## config.mk

```make
export PLATFORM = sky130hd
export DESIGN_NAME = comparator_nb_serial
export DESIGN_NICKNAME = d
export VERILOG_FILES = /design/src/rtl/comparator_nb_serial.sv
export SDC_FILE = /design/constraint.sdc
export NUM_CORES = 1
export LEC_CHECK = 0
export CAP_MARGIN = 40
export CORE_MARGIN = 2
export CORE_UTILIZATION = 53
export DETAILED_ROUTE_END_ITERATION = 8
export GPL_ROUTABILITY_DRIVEN = 0
export GPL_TIMING_DRIVEN = 0
export PLACE_DENSITY = 0.82
export SYNTH_ARGS = -nofsm -noshare
export SYNTH_HDL_FRONTEND = slang
export SYNTH_SLANG_ARGS = --single-unit
```

## constraint.sdc

```tcl
create_clock -name clk -period 4.5 [get_ports clk]
set_clock_uncertainty 0.05 [all_clocks]
set_input_delay 0.9 -clock clk [delete_from_list [all_inputs] [get_ports clk]]
set_output_delay 0.9 -clock clk [all_outputs]
set_load 0.02 [all_outputs]
```

## src/rtl/comparator_nb_serial.sv

```systemverilog
// Multi-cycle WIDTH-bit magnitude comparator: scans operands MSB-first, SLICE bits per
// cycle, stopping at the first differing slice. Supports unsigned and two's-complement modes.
module comparator_nb_serial #(
    parameter int WIDTH = 8,
    parameter int SLICE = 1
) (
    input  logic             clk,
    input  logic             rst,
    input  logic             start,
    input  logic             signed_mode,
    input  logic [WIDTH-1:0] A,
    input  logic [WIDTH-1:0] B,
    output logic             busy,
    output logic             done,
    output logic             A_great_B,
    output logic             A_equal_B,
    output logic             A_less_B
);

    localparam int NSL   = WIDTH / SLICE;
    localparam int IDX_W = (NSL > 1) ? $clog2(NSL) : 1;

    if (WIDTH < 2 || SLICE < 1 || (WIDTH % SLICE) != 0) begin : g_bad_params
        $error("comparator_nb_serial: WIDTH must be >= 2 and a multiple of SLICE");
    end

    typedef enum logic [1:0] {
        ST_IDLE,
        ST_SCAN,
        ST_DONE
    } state_t;

    state_t             state;
    logic [WIDTH-1:0]   a_q;
    logic [WIDTH-1:0]   b_q;
    logic [IDX_W-1:0]   idx;
    logic [SLICE-1:0]   slice_a;
    logic [SLICE-1:0]   slice_b;

    always_comb begin
        slice_a = a_q[int'(idx) * SLICE +: SLICE];
        slice_b = b_q[int'(idx) * SLICE +: SLICE];
    end

    // NOTE: all state is updated with non-blocking assignments so every register
    // samples the pre-edge values, independent of statement order in this block.
    always_ff @(posedge clk) begin
        if (rst) begin
            state     <= ST_IDLE;
            a_q       <= '0;
            b_q       <= '0;
            idx       <= '0;
            busy      <= 1'b0;
            done      <= 1'b0;
            A_great_B <= 1'b0;
            A_equal_B <= 1'b0;
            A_less_B  <= 1'b0;
        end else begin
            case (state)
                ST_IDLE: begin
                    done <= 1'b0;
                    if (start) begin
                        // Flipping both sign bits maps signed order onto unsigned order.
                        a_q       <= {A[WIDTH-1] ^ signed_mode, A[WIDTH-2:0]};
                        b_q       <= {B[WIDTH-1] ^ signed_mode, B[WIDTH-2:0]};
                        idx       <= IDX_W'(NSL - 1);
                        A_great_B <= 1'b0;
                        A_equal_B <= 1'b0;
                        A_less_B  <= 1'b0;
                        busy      <= 1'b1;
                        state     <= ST_SCAN;
                    end
                end

                ST_SCAN: begin
                    if (slice_a > slice_b) begin
                        A_great_B <= 1'b1;
                        busy      <= 1'b0;
                        done      <= 1'b1;
                        state     <= ST_DONE;
                    end else if (slice_a < slice_b) begin
                        A_less_B  <= 1'b1;
                        busy      <= 1'b0;
                        done      <= 1'b1;
                        state     <= ST_DONE;
                    end else if (idx == '0) begin
                        A_equal_B <= 1'b1;
                        busy      <= 1'b0;
                        done      <= 1'b1;
                        state     <= ST_DONE;
                    end else begin
                        idx <= idx - IDX_W'(1);
                    end
                end

                ST_DONE: begin
                    done  <= 1'b0;
                    state <= ST_IDLE;
                end

                default: begin
                    busy  <= 1'b0;
                    done  <= 1'b0;
                    state <= ST_IDLE;
                end
            endcase
        end
    end

    a_busy_done_exclusive: assert property (@(posedge clk) disable iff (rst) !(busy && done));
    a_flags_onehot0: assert property (@(posedge clk) disable iff (rst)
        $onehot0({A_great_B, A_equal_B, A_less_B}));

endmodule

```

==> reports/metrics.yaml, run 1 <==
final_layout:
  most_frequent_standard_cell_in_the_layout_excluding_fill_and_tap_cells: "sky130_fd_sc_hd__nand2_1"
  fin_nets: 192
  area_delta_synth_final_pct: 23.5
  layoutNonFillerInstCount: 193
  drive_above_1_share_pct: 9.09
  num-fill-cells: 174
  diodes: 0
  most-common-layout-cells: "sky130_fd_sc_hd__nand2_1, sky130_fd_sc_hd__dfxtp_1, sky130_fd_sc_hd__clkdlybuf4s50_1, sky130_fd_sc_hd__a21oi_1"
  final_design_instance_area_without_fill_um2: 1510
synthesis:
  syn-cell-area_um2: 1230
  yosys.area.top_type_share_pct: 42.4
  synth.yosys.seq_area_share_pct: 42.4
  synth.distinct_cells: 29
  ys_seq_elements: 26
  synth_fp_nets: 164
  post_synth_inst_count: 139
  synth_area_leaders: "sky130_fd_sc_hd__dfxtp_1, sky130_fd_sc_hd__nand2_1, sky130_fd_sc_hd__a21oi_1"
  library_cell_occupying_the_most_area_in_the_post_synthesis_netlist: "sky130_fd_sc_hd__dfxtp_1"
  syn_avg_cell_area_um2: 8.82
  yosys_warnings: 0
floorplanning:
  core.rowCount: 17
  boundaryPins: 25
  area_inside_the_core_boundary_um2: 2190
  floorplan.initialDensity_pct: 56.0
  die-height_um: 52.1
  floorplan.die.width_um: 52.1
  die_area_um2: 2710
critical_path:
  maximum_fanout_count_along_the_critical_path: 6
  startpoint_type: "flop"
  cp.arrival_ns: 2.72
  crit_type: "reg2reg"
  critical_path_required_ns: 4.67
  end_kind: "flop"
power_and_ir_drop:
  power_density_nw_per_um2: 372
  report.power.total_mw: 0.563
  p_leak_nw: 0.562
  share_seq_of_total_power_pct: 49.2
  internal-power_mw: 0.380
  power.ir.vdd_worst_uv: 265
  combinationalPowerShare_pct: 33.7
  power.net_switching_mw: 0.183
  power_frac_clock_pct: 17.1
  sw_frac_of_total_pct: 32.6
sta:
  grt_setup_unrepaired: "no"
  fin_hold_ws_ns: 0.414
  worst-slew-pin-transition_ns: 0.735
  fin_tns_setup_ns: 0
  timing.slew.headroom_pct: 50.3
  final_max_slew_viol_count: 0
  achievable-frequency_mhz: 392
  fin_crit_ns: 2.55
  final_min_period_over_clock_period_pct: 56.7
  setup_viol: 0
  finalHoldViolCount: 0
place:
  dp_cells: 190
  place_hpwl_um: 2010
  port-buffer-count: 23
  placement.cell_area_um2: 1490
routing:
  antenna_left: 0
  detailed_route_drc_error_count: 0
  vias_per_cell: 5.59
  route.final.wire_length_um: 2650
  drt-pass1-iter-count: 4
  wire_per_inst_um: 13.7
  routed-via-count: 1078
  drt_first_iter_violations: 23
cts:
  ctsLongestPathBuffers: 2
  cts_tree: "built"
  clock_insertion_delay_at_the_later_pin_of_the_skew_report_ns: 0.32
  cts.sink_count: 26
  worst_setup_hold_path_clk_slew_ns: 0.13
  clock_root_buffer: "sky130_fd_sc_hd__clkbuf_4"
  cts_htree_levels: 1
  numCtsBuffers: 3
  cts_post_setup_buffers_inserted: 0
  cts-hold-fix-buffers: 0
  ctsResizeCount: 0
global_route:
  first_pass_grt_wire_length_um: 4620
  grt_max_degree: 14
  grt_antenna_before_repair: 0
  grt_pass1_vias: 1123
  global_route.overflow_total: 0
  grtUsageTotal_pct: 23.5
run:
  number_of_max_cap_violations: 0
min_path:
  worstHoldPathType: "reg2reg"
status:
  run_status: "completed"
## synth_stat cells
master,instances
sky130_fd_sc_hd__a211oi_1,3
sky130_fd_sc_hd__o21ai_0,3
sky130_fd_sc_hd__buf_6,1
sky130_fd_sc_hd__nor3b_1,2
sky130_fd_sc_hd__nor4_1,1
sky130_fd_sc_hd__or3b_2,1
sky130_fd_sc_hd__nor3b_4,1
sky130_fd_sc_hd__ha_1,5
sky130_fd_sc_hd__nand2b_1,3
sky130_fd_sc_hd__inv_1,4
sky130_fd_sc_hd__nor4b_1,2
sky130_fd_sc_hd__nand3_1,1
sky130_fd_sc_hd__a311o_1,1
sky130_fd_sc_hd__nand2_1,36
sky130_fd_sc_hd__buf_2,3
sky130_fd_sc_hd__and2_1,2
sky130_fd_sc_hd__clkbuf_1,5
sky130_fd_sc_hd__or3b_1,1
sky130_fd_sc_hd__nor2b_1,3
sky130_fd_sc_hd__nor3_1,1
sky130_fd_sc_hd__a221o_1,1
sky130_fd_sc_hd__nand4b_1,1
sky130_fd_sc_hd__mux4_2,4
sky130_fd_sc_hd__a2111oi_0,1
sky130_fd_sc_hd__xnor2_1,2
sky130_fd_sc_hd__dfxtp_1,26
sky130_fd_sc_hd__a21oi_1,21
sky130_fd_sc_hd__a31o_2,2
sky130_fd_sc_hd__nor2_1,2
## per-stage QoR
step,util (%),worst slack (ns)
final,69.1,1.95
after global routing,69.1,1.74
after CTS,69.1,1.95
after detailed placement,68.1,1.88
after global placement,68.1,1.91
after floorplan,-,2.27
## power by group through the flow
stage | sequential (mW) | clock (mW) | combinational, mW
after detailed placement | 0.282 | 0 | 0.189
after floorplan | 0.282 | 0 | 0.129
final | 0.277 | 0.0964 | 0.190
after CTS | 0.277 | 0.0991 | 0.190
after global routing | 0.281 | 0.109 | 0.214
after global placement | 0.281 | 0 | 0.182
## registers in the layout (all words and copies together) (netlist names)
register / count
A_equal_B: 1
b_q: 8
done: 1
idx: 3
state: 2
A_less_B: 1
busy: 1
a_q: 8
A_great_B: 1
## cells by family (layout without fill, tap and decap cells)
kind of cell | Yosys count | after routing | share of synthesized area, %
and+or+nand+nor | 57 | 57 | 23.4
adders and majority gates | 5 | 5 | 5.10
buffers and inverters | 13 | 39 | 4.90
muxes | 4 | 4 | 7.35
xor gates and xnor gates | 2 | 2 | 1.43
DFF | 26 | 26 | 42.4
AOI/OAI and AO/OA | 32 | 32 | 15.4
## layout make-up
cell class | instances | area [um2] | share of cell area [%]
Multi-Input combinational cell | 100 | 646 | 42.6
Tap cell | 28 | 35.0 | 2.31
Clock buffer | 3 | 22.5 | 1.49
Inverter | 4 | 15.0 | 0.992
Timing Repair Buffer | 23 | 230 | 15.2
Buffer | 9 | 45.0 | 2.98
Sequential cell | 26 | 520 | 34.4
## critical path: stages (launching register included)
cell and delay [ns]:
sky130_fd_sc_hd__dfxtp_1 0.33, sky130_fd_sc_hd__buf_2 0.20, sky130_fd_sc_hd__mux4_2 0.53, sky130_fd_sc_hd__nand2_1 0.10
sky130_fd_sc_hd__nand2_1 0.07, sky130_fd_sc_hd__ha_1 0.20, sky130_fd_sc_hd__nor4b_1 0.66, sky130_fd_sc_hd__a311o_1 0.26
sky130_fd_sc_hd__a21oi_1 0.04
## final timing paths
path         startpoint     end  slack [ns]  cells past startpoint
max reg2reg      idx[0]  idx[2]        1.95                      8
min              a_q[5]  a_q[5]        0.41                      2
min reg2reg      a_q[5]  a_q[5]        0.41                      2
max              idx[0]  idx[2]        1.95                      8
## routing by layer
| metal | share of wire, % | global-route usage, % | up-vias | wire length (um) |
|---|---|---|---|---|
| li1 | - | - | 533 | - |
| met3 | 6.3 | 4.02 | 7 | 166 |
| met2 | 52 | 43.2 | 37 | 1380 |
| met4 | 1.3 | 12.7 | 0 | 35 |
| met5 | 0 | 0 | - | 0 |
| met1 | 40 | 25.2 | 501 | 1060 |
Note: power is estimated with default switching activity, not from simulation.
==> inputs of run 2 (changes only) <==
--- a/config.mk
+++ b/config.mk
@@ -7,11 +7,11 @@
 export LEC_CHECK = 0
 export CAP_MARGIN = 40
 export CORE_MARGIN = 2
-export CORE_UTILIZATION = 53
+export CORE_UTILIZATION = 45
 export DETAILED_ROUTE_END_ITERATION = 8
 export GPL_ROUTABILITY_DRIVEN = 0
 export GPL_TIMING_DRIVEN = 0
-export PLACE_DENSITY = 0.82
+export PLACE_DENSITY = 0.74
 export SYNTH_ARGS = -nofsm -noshare
 export SYNTH_HDL_FRONTEND = slang
 export SYNTH_SLANG_ARGS = --single-unit
==> constraint.sdc (replaced) <==
create_clock -name clk -period 2.3 [get_ports clk]
set_clock_uncertainty 0.05 [all_clocks]
set_input_delay 0.46 -clock clk [delete_from_list [all_inputs] [get_ports clk]]
set_output_delay 0.46 -clock clk [all_outputs]
set_load 0.02 [all_outputs]
==> reports/metrics.yaml, run 2 (synthesis gave the netlist of run 1 again) <==
global_route:
  grt_pass1_vias: 1064  # -5.3%
  grt.met3_usage_pct: 2.79  # -1.2 points
  grt_max_degree: 14  # unchanged
  grt_antenna_before_repair: 0  # unchanged
  global_route.overflow_total: 0  # unchanged
  first_pass_grt_wire_length_um: 4520  # -2.2%
  global_route.usage.met1_pct: 21.4  # -3.8 points
  grt_use_met2_pct: 31.3  # -12 points
  grt_busiest_layer: "met2"
  grtUsageTotal_pct: 18.0  # -5.5 points
place:
  place_hpwl_um: 1860  # -7.5%
  port-buffer-count: 23  # unchanged
  placement.setup.worst_slack_ns: -0.232  # -2.12 ns
  placement.cell_area_um2: 1490  # +0.17%
  dp_cells: 192  # +1.1%
sta:
  final_max_slew_viol_count: 0  # unchanged
  grt_setup_unrepaired: "yes"
  setup_viol: 1  # +1
  finalHoldViolCount: 0  # unchanged
  setup_ws_ns: -0.0150  # -1.96 ns
  achievable-frequency_mhz: 432  # +10%
  fin_crit_ns: 2.32  # -0.236 ns
  final_min_period_over_clock_period_pct: 101  # +44 points
  worst-slew-pin-transition_ns: 0.531  # -0.205 ns
  timing.slew.headroom_pct: 64.6  # +14 points
power_and_ir_drop:
  combinationalPowerShare_pct: 35.8  # +2.1 points
  p_leak_nw: 0.572  # +1.7%
  internal-power_mw: 0.772  # +100%
  power_density_nw_per_um2: 733  # +97%
  sw_frac_of_total_pct: 33.0  # +0.45 points
  power.net_switching_mw: 0.380  # +110%
  share_seq_of_total_power_pct: 47.3  # -1.9 points
  power.ir.vdd_worst_uv: 528  # +99%
  power_frac_clock_pct: 16.8  # -0.3 points
final_layout:
  area_delta_synth_final_pct: 28.3
  diodes: 0  # unchanged
  final_design_instance_area_without_fill_um2: 1570  # +3.9%
  most-common-layout-cells: "sky130_fd_sc_hd__nand2_1, sky130_fd_sc_hd__dfxtp_1, sky130_fd_sc_hd__clkdlybuf4s50_1, sky130_fd_sc_hd__a21oi_1"
  largest_registers: "a_q (8), b_q (8), idx (3)"
  fin_nets: 193  # +0.52%
  most_frequent_standard_cell_in_the_layout_excluding_fill_and_tap_cells: "sky130_fd_sc_hd__nand2_1"
  layoutNonFillerInstCount: 196  # +1.6%
  drive_above_1_share_pct: 16.3  # +7.2 points
cts:
  cts-hold-fix-buffers: 0  # unchanged
  numCtsBuffers: 3  # unchanged
  worst_setup_hold_path_clk_slew_ns: 0.13  # about the same
  ctsLongestPathBuffers: 2  # unchanged
  cts_htree_levels: 1  # unchanged
  clock_insertion_delay_at_the_later_pin_of_the_skew_report_ns: 0.32  # about the same
  cts_tree: "built"
  cts.sink_count: 26  # unchanged
  clock_root_buffer: "sky130_fd_sc_hd__clkbuf_4"
critical_path:
  cp.arrival_ns: 2.53  # -0.19 ns
  crit_path_cell_trace: "buf_6, mux4_2, nand2_2, nand2_2, ha_4, or3b_1, a221o_1, a21oi_1"
  end_kind: "flop"
  crit_type: "reg2reg"
  crit_path_top_delay_cell: "sky130_fd_sc_hd__mux4_2"
  startpoint_type: "flop"
  critical_path_required_ns: 2.51  # -2.16 ns
  crit_path_max_incr_delay_ns: 0.51  # -0.15 ns
  maximum_fanout_count_along_the_critical_path: 5  # -1
  critical_path.most_common_cell: "sky130_fd_sc_hd__nand2_2"
floorplanning:
  die_area_um2: 3160  # +16%
  area_inside_the_core_boundary_um2: 2520  # +15%
  floorplan.die.width_um: 56.2  # +7.9%
  die-height_um: 56.2  # +7.9%
  boundaryPins: 25  # unchanged
  core.rowCount: 18  # +1
  floorplan.initialDensity_pct: 48.6  # -7.4 points
routing:
  drt-pass1-iter-count: 4  # unchanged
  antenna_left: 0  # unchanged
  wire_per_inst_um: 13.0  # -5.1%
  detailed_route_drc_error_count: 0  # unchanged
  route.final.wire_length_um: 2550  # -3.6%
  vias_per_cell: 5.36  # -4.0%
  routed-via-count: 1051  # -2.5%
  drt_first_iter_violations: 13  # -43%
run:
  number_of_max_cap_violations: 0  # unchanged
min_path:
  worstHoldPathType: "reg2reg"
status:
  violated_checks: "setup timing"
  run_status: "complete, but fails checks"
==> run 2: cell count changes in the layout (fill, tap and decap cells not counted), sizes merged <==
cell  change
buf       +1
==> run 2: layout make-up <==
type	instances	area (um2)
fill	220	950
buffer	9	51.3
inverter	4	15.0
clock buffer	3	22.5
sequential	26	522
multi-input combinational	100	687
timing repair buffer	24	238
tap	30	37.5
==> run 2: timing repair <==
item	CTS	global route
endpoints found under the setup margin	4	3
resized for setup	9	5
pin swaps	6	1
setup buffers	1	0
==> run 2: critical path, delay by kind of cell (launching register included) <==
kind / cells / cell delay, ns
multiplexers: 1 / 0.51
flip-flops: 1 / 0.35
AND/OR/NAND/NOR: 3 / 0.51
buffers and inverters: 1 / 0.12
AO/OA/AOI/OAI: 2 / 0.54
adder cells (fa/ha/maj): 1 / 0.16
==> run 2: worst paths after layout <==
path                            cells past startpoint  slack [ns]   start  endpoint
worst max register to register                      8       -0.02  idx[0]    idx[0]
worst min-delay path                                2        0.42  a_q[2]    a_q[2]
worst max-delay path                                8       -0.02  idx[0]    idx[0]
worst min register to register                      2        0.42  a_q[2]    a_q[2]
==> run 2: layer usage <==
layer | vias up | wire (um) | part of all wire, %
met3 | 7 | 95 | 3.7
met5 | - | 0 | 0
met4 | 0 | 55 | 2.2
li1 | 534 | - | -
met1 | 481 | 1190 | 47
met2 | 29 | 1210 | 47
==> run 2: per-stage QoR <==
stage          total power, mW  setup TNS, ns  util [%]  hold WS, ns
4_1_cts                   1.14              0      61.6        0.414
5_1_grt                   1.23         -0.272      62.4        0.429
2_1_floorplan            0.804              0         -        0.383
6_report                  1.15        -0.0150      62.4        0.416
3_3_place_gp             0.907         -0.534      59.2        0.393
3_5_place_dp             0.919         -0.767      59.2        0.396
==> run 2: power by group through the flow <==
stage	registers [mW]	clock network, mW	logic (mW)
finish	0.546	0.194	0.413
global route	0.554	0.217	0.459
CTS	0.545	0.199	0.394
detailed placement	0.552	0	0.367
global placement	0.549	0	0.358
floorplan	0.552	0	0.252
